File: src/rtl/wb_arbiter.sv
// rtl/wb_arbiter.sv - regfile write-port arbiter merging pipeline and long-latency results (optional WB_ARBITER_STATS_EN)
module wb_arbiter #(
  parameter int DEPTH = 4,
  parameter int AW    = 5,
  parameter int DW    = 32
) (
  input  logic             clk,
  input  logic             rst,
  input  logic             p_wreg,
  input  logic [AW-1:0]    p_waddr,
  input  logic [DW-1:0]    p_wdata,
  input  logic             l_valid,
  output logic             l_ready,
  input  logic [AW-1:0]    l_waddr,
  input  logic [DW-1:0]    l_wdata,
  output logic             we,
  output logic [AW-1:0]    waddr,
  output logic [DW-1:0]    wdata,
  output logic [2**AW-1:0] busy_mask,
  output logic [31:0]      stat_stall,
  output logic [31:0]      stat_squash
);

  localparam int PW = $clog2(DEPTH);
  localparam int CW = PW + 1;

  logic [CW-1:0]    r_count;
  logic [PW-1:0]    r_rptr;
  logic [PW-1:0]    r_wptr;
  logic [DEPTH-1:0] r_live;
  logic [AW-1:0]    r_addr [DEPTH];
  logic [DW-1:0]    r_data [DEPTH];
  logic             r_we;
  logic [AW-1:0]    r_waddr;
  logic [DW-1:0]    r_wdata;

  logic             w_ready;
  logic             w_pwin;
  logic             w_pop;
  logic             w_accept;
  logic             w_push;
  logic             w_in_live;
  logic [DEPTH-1:0] w_kill;
  logic [DEPTH-1:0] w_live_nxt;
  logic [2**AW-1:0] w_busy;

  // Ready comes from registered occupancy only, held low while in reset.
  assign w_ready   = rst && (r_count < CW'(DEPTH));
  assign l_ready   = w_ready;
  assign w_pwin    = p_wreg && (p_waddr != '0);
  assign w_pop     = !w_pwin && (r_count != '0);
  assign w_accept  = l_valid && w_ready;
  assign w_push    = w_accept && (l_waddr != '0);
  assign w_in_live = !(w_pwin && (l_waddr == p_waddr));

  // Younger pipeline write squashes queued entries to the same register, then pop/push adjust slots.
  always_comb begin
    w_kill     = '0;
    w_live_nxt = '0;
    for (int i = 0; i < DEPTH; i++) begin
      w_kill[i] = w_pwin && r_live[i] && (r_addr[i] == p_waddr);
    end
    w_live_nxt = r_live & ~w_kill;
    if (w_pop) w_live_nxt[r_rptr] = 1'b0;
    if (w_push) w_live_nxt[r_wptr] = w_in_live;
  end

  // Busy mask covers only live queued entries; x0 is never busy.
  always_comb begin
    w_busy = '0;
    for (int i = 0; i < DEPTH; i++) begin
      if (r_live[i]) w_busy[r_addr[i]] = 1'b1;
    end
    w_busy[0] = 1'b0;
  end

  // FIFO control: pointers, occupancy and live bits.
  always_ff @(posedge clk or negedge rst) begin
    if (!rst) begin
      r_count <= '0;
      r_rptr  <= '0;
      r_wptr  <= '0;
      r_live  <= '0;
    end else begin
      r_live <= w_live_nxt;
      if (w_push) r_wptr <= r_wptr + PW'(1);
      if (w_pop)  r_rptr <= r_rptr + PW'(1);
      if (w_push && !w_pop)      r_count <= r_count + CW'(1);
      else if (!w_push && w_pop) r_count <= r_count - CW'(1);
    end
  end

  // FIFO payload storage; contents are meaningless unless the live/count state says otherwise.
  always_ff @(posedge clk) begin
    if (w_push) begin
      r_addr[r_wptr] <= l_waddr;
      r_data[r_wptr] <= l_wdata;
    end
  end

  // Registered write port: pipeline first, then FIFO head, else idle with held address/data.
  always_ff @(posedge clk or negedge rst) begin
    if (!rst) begin
      r_we    <= 1'b0;
      r_waddr <= '0;
      r_wdata <= '0;
    end else if (w_pwin) begin
      r_we    <= 1'b1;
      r_waddr <= p_waddr;
      r_wdata <= p_wdata;
    end else if (w_pop) begin
      r_we    <= r_live[r_rptr];
      r_waddr <= r_addr[r_rptr];
      r_wdata <= r_data[r_rptr];
    end else begin
      r_we    <= 1'b0;
    end
  end

  assign we        = r_we;
  assign waddr     = r_waddr;
  assign wdata     = r_wdata;
  assign busy_mask = w_busy;

`ifdef WB_ARBITER_STATS_EN
  logic [31:0] r_stall;
  logic [31:0] r_squash;
  logic [CW-1:0] w_kill_cnt;
  logic [32:0] w_sq_sum;

  // Squash increment: cleared live entries plus an incoming result stored dead.
  always_comb begin
    w_kill_cnt = '0;
    for (int i = 0; i < DEPTH; i++) begin
      w_kill_cnt = w_kill_cnt + CW'(w_kill[i]);
    end
    w_sq_sum = {1'b0, r_squash} + 33'(w_kill_cnt) + 33'(w_push && !w_in_live);
  end

  // Saturating stall and squash counters.
  always_ff @(posedge clk or negedge rst) begin
    if (!rst) begin
      r_stall  <= '0;
      r_squash <= '0;
    end else begin
      if (l_valid && !w_ready && (r_stall != 32'hFFFF_FFFF)) r_stall <= r_stall + 32'd1;
      r_squash <= w_sq_sum[32] ? 32'hFFFF_FFFF : w_sq_sum[31:0];
    end
  end

  assign stat_stall  = r_stall;
  assign stat_squash = r_squash;
`else
  assign stat_stall  = '0;
  assign stat_squash = '0;
`endif

endmodule

File: config.mk
export PLATFORM = sky130hd
export DESIGN_NAME = wb_arbiter
export DESIGN_NICKNAME = d
export VERILOG_FILES = /design/src/rtl/wb_arbiter.sv
export SDC_FILE = /design/constraint.sdc
export NUM_CORES = 1
export LEC_CHECK = 0
export ABC_AREA = 1
export ABC_CLOCK_PERIOD_IN_PS = 2950
export CAP_MARGIN = 20
export CELL_PAD_IN_SITES_DETAIL_PLACEMENT = 0
export CELL_PAD_IN_SITES_GLOBAL_PLACEMENT = 2
export CORE_MARGIN = 10
export CORE_UTILIZATION = 34
export CTS_CLUSTER_SIZE = 28
export DETAILED_ROUTE_END_ITERATION = 7
export PLACE_DENSITY = 0.88
export SLEW_MARGIN = 0
export SYNTH_ARGS = -nofsm -noshare
export SYNTH_HDL_FRONTEND = slang
export SYNTH_SLANG_ARGS = --single-unit
File: constraint.sdc
create_clock -name clk -period 2.95 [get_ports clk]
set_input_delay 0.885 -clock clk [delete_from_list [all_inputs] [get_ports clk]]
set_output_delay 0.885 -clock clk [all_outputs]
set_load 0.01 [all_outputs]
==> impl_results.md, run 1 <==
- Gate power share: 0.345
- Final worst-path cycle share: 1.04
- Clk pwr share: 0.247
- Crit end category: output port
- Sw Share: 0.365
- Reg2reg path depth: 7
- CTS tree: yes
- TritonCTS sink count: 197
- Synth async-reset ratio: 0.249
- Cell area after layout: 12600 µm²
- Finished Core Util: 0.449
- Max cap viols: 0
- DRC: 0
- Syn. warnings: 0
- Vias in the first global route: 7795
- WL/cell: 18.9 µm
- Placed Area: 11700 µm²
- Total wire length: 29200 µm
- Number of synthesized register bits: 197
- Maximum vdd drop: 0.356 mV
- Core Box Area: 28100 µm²
- Io pins: 213
- Reg2reg start: r_rptr[0]
- Largest net degree at the start of global routing: 57
- Power Total: 9.27 mW
- First-pass GRT wire length: 44800 µm
- Pwr per Cell Area: 735 nW/µm²
- Worst R2R Setup Slack: 0.71 ns
- Commonest cells after routing, fill and taps aside: nand2_1 (211), edfxtp_1 (148), clkdlybuf4s50_1 (124)
- Row cnt: 61
- Die width: 189 µm
- Startpoint types: flop
- Critical Path Fanout Max: 6
- Reg power frac: 0.408
- Final RePlAce weighted congestion: 0.910
- Slew HR: 0.500
- Nets: 1248
- Class of the worst hold path: flop to flop
- Pleak: 5.18 nW
- Ys flop type: edfxtp_1
- CP top delay family: buffers and inverters
- Post-route antenna net violation count: 0
- DR iter-0 viols: 549
- Yosys cell types: 36
- Die Footprint: 35900 µm²
- Most common cell after layout, fill and taps aside: nand2_1
- Die H: 189 µm
- Dpl hpwl: 20200 µm
- Hold_ws: 0.485 ns
- Top cell type by total area after synthesis: edfxtp_1
- Dpl ws: 0.0655 ns
- Setup violators final: 9
- Worst skew pair latency: 0.44 ns
- Cell Chain, Critical Path: inv_2, nand3_1, o22ai_1, or2_2, clkdlybuf4s50_1
- Root Buffer: clkbuf_16
- Switch Pwr: 3.38 mW
- Critical path type: flop to output port
- Cells after Synth: 969
- Vias: 7583
- Starting Density: 0.348
- WP buf/inv: 2
- Clock slew at reported path FFs: 0.08 ns
- P&R area growth vs syn: 29.1%
- Crit path time final: 3.06 ns
- Sequential area share after synthesis: 0.581
- RSZ-0062 raised after global routing: true
- Fraction of layout cells with a size suffix above 1: 0.164
- H-tree depth: 4
- Initial antenna violation count: 1
- Synth top area cells: edfxtp_1 (46%), dfrtp_1 (13%), nand2_1 (8.1%)
- Failing checks: setup timing
- Longest Clk Path Bufs: 2
- Vias per inst: 4.89
- Critical path's slowest cell: edfxtp_1
- Dpl cells: 1499
- Hold buffers post-CTS: 0
- GRT Total Usage: 0.159
- EDFF count, synth: 148
- Hold path start: wdata[5]
- N_diodes: 0
- Fmax: 326 MHz
- R2r endpoint: wdata[1]
- Setup TNS: -0.799 ns
- Outcome: complete, but fails checks
- Post-synthesis cell area: 9770 µm²
- Setup WS post-layout: -0.114 ns
- Setup Skew: 0.0106 ns
- DRT Pass-1 Iters: 5
- Num CTS Buffers: 17
- Hold Crit Endpoint: wdata[5]
- Pint: 5.88 mW
- Required @ worst endpoint: 2.07 ns
- Avg Cell Area, Syn: 10.1 µm²
- Worst slew pin tran: 0.750 ns
- Final Hold Fails: 0
- Max Slew Vio Count: 0
- Area share of the largest cell type after synthesis: 0.455
- Slowest stage delay, CP: 0.56 ns
- Finished Layout Cells: 1551
- I/O Buffers: 147
- Hold Path Cell Cnt: 2
- Critical Path AT: 2.18 ns
- Grt total ovfl: 0
==> worst max-delay path by stage <==
stage / startpoint / endpoint / slack, ns / cells after the start
after global placement: p_waddr[0] / r_count[2] / 0.09 / 11
after global routing: r_addr[0][4] / busy_mask[10] / -0.22 / 5
after floorplan: p_waddr[1] / r_count[1] / 0.52 / 9
after detailed placement: p_waddr[0] / r_count[1] / 0.07 / 9
final: r_addr[2][2] / busy_mask[17] / -0.11 / 5
after CTS: r_addr[2][1] / busy_mask[13] / -0.13 / 5
==> layer usage <==
metal | vias up | global-route usage | part of all wire
met1 | 3646 | 0.193 | 0.42
met5 | - | 0 | 0.00031
met4 | 2 | 0.0446 | 0.014
li1 | 3644 | - | -
met3 | 29 | 0.0443 | 0.066
met2 | 262 | 0.272 | 0.50
==> cell type report <==
cell class / count / area (µm²)
fillers: 2670 / 15500
flip-flops and latches: 197 / 5680
multi-input cells: 682 / 3570
repair buffers: 217 / 2140
well taps: 378 / 473
clock buffers: 18 / 429
inverters: 45 / 169
clock inverters: 14 / 155
==> registers in the layout (all words and copies together), names as in the netlist <==
signal	flops
waddr	5
r_wptr	2
wdata	32
r_live	4
we	1
r_count	3
r_addr	20
r_data	128
r_rptr	2
==> cell usage after synthesis (2+ instances only) <==
| library cell | number |
|---|---|
| o21ai_0 | 55 |
| nor2_1 | 47 |
| nand3_1 | 106 |
| o221ai_1 | 7 |
| buf_4 | 67 |
| o22ai_1 | 65 |
| clkbuf_1 | 16 |
| nand4_1 | 3 |
| o211ai_1 | 5 |
| o22a_1 | 6 |
| nand2_2 | 11 |
| nand2_4 | 2 |
| edfxtp_1 | 148 |
| nand2_1 | 211 |
| dfrtp_1 | 49 |
| ha_1 | 9 |
| a21oi_1 | 25 |
| inv_2 | 5 |
| xor2_1 | 9 |
| xnor2_1 | 7 |
| or2_2 | 24 |
| o21ai_1 | 7 |
| inv_1 | 40 |
| nand3_2 | 11 |
| buf_2 | 20 |
| buf_6 | 4 |
==> repair_timing <==
item	in CTS	in global routing
endpoints found under the setup margin	31	22
endpoints found under the hold margin	0	0
resized for setup	27	31
buffers inserted	17	3
==> worst register-to-register path, delay by kind of cell, from the launching register on <==
kind / cells / cell delay [ns]
and+or+nand+nor: 4 / 0.40
buffers and inverters: 1 / 0.60
AOI/OAI and AO/OA: 2 / 0.47
DFF: 1 / 0.72
==> cells by family (layout without fill, tap and decap cells) <==
family,count (synthesis),after routing,share of synthesized area
other cells,1,65,0.000384
mux,1,1,0.00115
xor+xnor,16,16,0.0143
flops,197,197,0.581
buf+inv,154,294,0.0917
simple gates,419,419,0.196
fa+ha+maj,10,10,0.0136
compound gates,171,171,0.103
==> power groups by stage <==
stage | Sequential (mW) | Combinational (mW) | Clock [mW]
2_1_floorplan | 3.83 | 1.80 | 0
3_3_place_gp | 3.80 | 3.14 | 0
3_5_place_dp | 3.81 | 3.19 | 0
4_1_cts | 3.76 | 3.23 | 2.34
5_1_grt | 3.84 | 3.56 | 2.47
6_report | 3.78 | 3.19 | 2.29
Note: power is estimated with default switching activity, not from simulation.
==> inputs of run 2 (changes only) <==
CTS_CLUSTER_DIAMETER = 200   (was not set)
PLACE_DENSITY = not set   (was 0.88)
PLACE_DENSITY_LB_ADDON = 0.1   (was not set)
==> run 2 against run 1 <==
The flow still finishes with violations (setup timing). Via count up 1.3%. Non-clock buffer count up 11. Clock power up 2%. Combinational power up 3%. Worst setup slack better by 0.036 ns. Sequential power down 1%. Hold slack worse by 0.00055 ns. Maximum frequency up 1.2%.
==> impl_results.md, run 2 (synthesized netlist as in run 1, its figures left out) <==
- Outcome: complete, but fails checks
- Failing checks: setup timing
- Io pins: 213
- Row cnt: 61
- DRT Pass-1 Iters: 5
- N_diodes: 0
- Critical path's slowest cell: clkdlybuf4s50_1
- TritonCTS sink count: 197
- Grt total ovfl: 0
- Most common cell after layout, fill and taps aside: nand2_1
- WL/cell: 19.3 µm
- RSZ-0062 raised after global routing: true
- I/O Buffers: 147
- Cell area after layout: 12800 µm²
- Worst skew pair latency: 0.44 ns
- FILL cells: 2753
- Max cap viols: 0
- Worst slew pin tran: 0.932 ns
- Max reg flops: 128
- Num CTS Buffers: 17
- Clock slew at reported path FFs: 0.08 ns
- Critical path type: flop to output port
- Required @ worst endpoint: 2.07 ns
- Initial antenna violation count: 0
- Final worst-path cycle share: 1.03
- Finished Layout Cells: 1562
- Core Box Area: 28100 µm²
- Die Footprint: 35900 µm²
- Largest net degree at the start of global routing: 89
- CTS tree: yes
- Class of the worst hold path: flop to flop
- Hold path start: wdata[27]
- Pwr per Cell Area: 735 nW/µm²
- Vias in the first global route: 7782
- Setup Skew: 0.0126 ns
- Final RePlAce weighted congestion: 0.875
- Die width: 189 µm
- Root Buffer: clkbuf_16
- Reg2reg start: r_count[0]
- Post-route antenna net violation count: 0
- Critical Path AT: 2.14 ns
- Dpl hpwl: 19900 µm
- Placed Area: 11600 µm²
- P&R area growth vs syn: 30.7%
- Fmax: 330 MHz
- Cell Chain, Critical Path: inv_1, nand3_2, o22ai_1, or2_2, clkdlybuf4s50_1
- Hold Path Cell Cnt: 2
- Slew HR: 0.378
- Setup TNS: -0.215 ns
- H-tree depth: 4
- Nets: 1259
- Register area: 5680 µm²
- Vias per inst: 4.92
- Multi-input logic area: 3670 µm²
- Final Hold Fails: 0
- Slowest stage delay, CP: 0.53 ns
- DR iter-0 viols: 453
- Crit end category: output port
- Starting Density: 0.348
- Hold buffers post-CTS: 0
- Critical Path Fanout Max: 8
- Critical path launch point: r_addr[3][1]
- Longest Clk Path Bufs: 2
- Fraction of layout cells with a size suffix above 1: 0.188
- Startpoint types: flop
- Commonest cells after routing, fill and taps aside: nand2_1 (211), edfxtp_1 (148), clkdlybuf4s50_1 (119)
- Reg2reg path depth: 9
- Dpl cells: 1491
- First-pass GRT wire length: 46500 µm
- Crit path time final: 3.03 ns
- Die H: 189 µm
- Maximum vdd drop: 0.486 mV
- Vias: 7678
- Total wire length: 30100 µm
- GRT Total Usage: 0.165
- Max Slew Vio Count: 0
- Largest Register: r_data
- DRC: 0
- Pleak: 5.19 nW
- Setup WS post-layout: -0.0780 ns
- Finished Core Util: 0.454
- Setup violators final: 4
-- run 2: path summary, 6_finish.rpt --
check / to / slack [ns]
max in group asynchronous: r_rptr[0] / 1.72
worst min-delay path: wdata[27] / 0.48
worst min register to register: wdata[27] / 0.48
worst max-delay path: busy_mask[5] / -0.08
worst max register to register: r_count[2] / 0.78
min in group asynchronous: r_wptr[0] / 0.67
-- run 2: where the power goes --
part	internal (mW)	switching, mW	leakage, nW
registers	3.44	0.298	1.92
clock network	1.22	1.12	0.290
logic	1.35	1.95	2.99
-- run 2: routing by layer --
metal  vias up  track usage  wire [µm]  part of all wire
met2       286        0.277      14600              0.48
li1       3662            -          -                 -
met5         -            0          0                 0
met4         0       0.0495        489             0.016
met3        35       0.0436       2200             0.073
met1      3695        0.205      12800              0.43
-- run 2: stage by stage --
step | total power [mW] | hold WS [ns] | setup WS [ns]
after floorplan | 5.63 | 0.513 | 0.516
after global placement | 7.02 | 0.468 | -0.00445
after detailed placement | 7.02 | 0.465 | 0.00448
after CTS | 9.47 | 0.490 | -0.113
after global routing | 10.0 | 0.513 | -0.139
final | 9.38 | 0.485 | -0.0780
-- run 2: worst max-delay path, delay by kind of cell (launching register included) --
kind | cells | cell delay [ns]
buf+inv | 2 | 0.67
flops | 1 | 0.48
simple gates | 2 | 0.35
compound gates | 1 | 0.20
-- run 2: repair_timing --
item | 4_1_cts | 5_1_grt
setup endpoints to repair | 31 | 14
pin swaps | 1 | 2
gates resized for setup | 61 | 29
setup buffers | 24 | 15
-- run 2: layout make-up --
type / instances / share of cell area
clock inverters: 13 / 0.0125
flip-flops and latches: 197 / 0.445
repair buffers: 228 / 0.171
multi-input cells: 682 / 0.288
well taps: 378 / 0.0371
clock buffers: 19 / 0.0339
inverters: 45 / 0.0132
==> inputs of run 3 (changes only) <==
ABC_CLOCK_PERIOD_IN_PS = 3930   (was 2950)
clock period = 3.93 ns   (was 2.95 ns; I/O delays follow)
==> run 3 against run 2 <==
The flow now finishes without violations. Clock power shrank 24%. Worst setup slack gained 0.41 ns. Register-to-register slack gained 0.88 ns. Sequential share of layout area grew 2.4 points. Clock skew grew 0.0040 ns. Combinational power shrank 29%. Power shrank 26%. Critical path depth is the same. Cell area shrank 5.3%. Flip-flop and latch count is the same. Die area is the same. Via count shrank 4.1%. Critical path type unchanged.
==> impl_results.md, run 3 (synthesized netlist as in run 1, its figures left out) <==
- Die Footprint: 35900 µm²
- Die H: 189 µm
- CTS tree: yes
- Cell area after layout: 12100 µm²
- Hold buffers post-CTS: 0
- Required @ worst endpoint: 2.75 ns
- Starting Density: 0.348
- Nets: 1202
- Total wire length: 29800 µm
- Commonest cells after routing, fill and taps aside: nand2_1 (211), edfxtp_1 (148), clkdlybuf4s50_1 (146)
- Startpoint types: flop
- Final worst-path cycle share: 0.914
- Core Box Area: 28100 µm²
- TritonCTS sink count: 197
- Clock slew at reported path FFs: 0.07 ns
- Worst skew pair latency: 0.44 ns
- Outcome: finished clean
- Die width: 189 µm
- Vias in the first global route: 7543
- DRC: 0
- RSZ-0062 raised after global routing: false
- Power Total: 6.91 mW
- Largest net degree at the start of global routing: 89
- Critical path type: flop to output port
- Finished Layout Cells: 1505
- WL/cell: 19.8 µm
- Critical path's slowest cell: clkdlybuf4s50_1
- Row cnt: 61
- Initial antenna violation count: 1
- Slew HR: 0.380
- Final RePlAce weighted congestion: 0.835
- Critical Path AT: 2.41 ns
- Vias: 7364
- I/O Buffers: 147
- Crit path time final: 3.59 ns
- Critical Path Fanout Max: 8
- Fraction of layout cells with a size suffix above 1: 0.106
- Cell Chain, Critical Path: inv_1, nand3_1, o22a_1, o221ai_1, clkdlybuf4s50_1
- Slowest stage delay, CP: 0.60 ns
- DRT Pass-1 Iters: 5
- Most common cell after layout, fill and taps aside: nand2_1
- Worst slew pin tran: 0.930 ns
- Num CTS Buffers: 17
- Hold_ws: 0.487 ns
- Vias per inst: 4.89
- H-tree depth: 4
- P&R area growth vs syn: 23.8%
- Class of the worst hold path: flop to flop
- Post-cts gate resize count: 0
- Maximum vdd drop: 0.341 mV
- Setup Skew: 0.0166 ns
- Grt total ovfl: 0
- Root Buffer: clkbuf_16
- Setup TNS: 0 ns
- Pleak: 4.69 nW
- Largest Register: r_data
- Max cap viols: 0
- Post-route antenna net violation count: 0
- Dpl cells: 1473
- DR iter-0 viols: 561
- Post-CTS setup buffers: 0
- Fmax: 278 MHz
- Max Slew Vio Count: 0
- First-pass GRT wire length: 45300 µm
- Longest Clk Path Bufs: 2
- Max reg flops: 128
- Placed Area: 11500 µm²
- Dpl hpwl: 20000 µm
- GRT Total Usage: 0.163
- Setup violators final: 0
- Crit end category: output port
- WP buf/inv: 2
- Final Hold Fails: 0
- Io pins: 213
- CP top delay family: buffers and inverters
- Pwr per Cell Area: 572 nW/µm²
run 3: cell count changes in the layout (fill, tap and decap cells not counted), moves of 4 or more:
| cell | change |
|---|---|
| nand3_4 | -12 |
| inv_1 | +15 |
| inv_2 | -15 |
| nand3_2 | -14 |
| clkdlybuf4s50_1 | +27 |
| dfrtp_2 | -4 |
| dlymetal6s2s_1 | -8 |
| dfrtp_1 | +4 |
| dlygate4sd2_1 | -16 |
| buf_4 | -54 |
| nand3_1 | +26 |
run 3: where the power goes:
part           total (mW)  switching (mW)  leakage, nW  internal [mW]
registers            2.78           0.207         1.92           2.58
logic                2.35            1.43         2.47          0.922
clock network        1.78           0.867        0.295          0.916
total                6.91            2.50         4.69           4.41
run 3: layer usage:
layer,global-route usage,routed length (µm)
met3,0.0415,1950
met1,0.207,13300
met5,0,0
met2,0.269,14200
met4,0.0421,328
run 3: per-stage QoR:
stage	util	setup WS [ns]
2_1_floorplan	-	1.20
3_3_place_gp	0.409	0.464
3_5_place_dp	0.409	0.441
4_1_cts	0.430	0.351
5_1_grt	0.430	0.222
6_report	0.430	0.337
run 3: worst paths after layout:
path / to / depth (start not counted) / startpoint / slack, ns
max: busy_mask[30] / 5 / r_addr[0][0] / 0.34
min: wdata[5] / 2 / wdata[5] / 0.49
max reg2reg: r_count[2] / 9 / r_count[0] / 1.66
min reg2reg: wdata[5] / 2 / wdata[5] / 0.49
max in group asynchronous: r_rptr[1] / 2 / rst / 2.38
min in group asynchronous: wdata[13] / 2 / rst / 0.99
run 3: area by class of cell:
cell class                 instances  area [µm²]
timing repair buffer             171        1720
clock inverter                    14         184
clock buffer                      17         425
fill                            2742       16000
multi-input combinational        682        3440
tap                              378         473
inverter                          45         169
sequential                       197        5670
antenna                            1        2.50
run 3: worst min-delay path: stages, from the launching register on:
cell and delay [ns]:
dfrtp_1 0.35, nand2_1 0.05, nand2_1 0.05
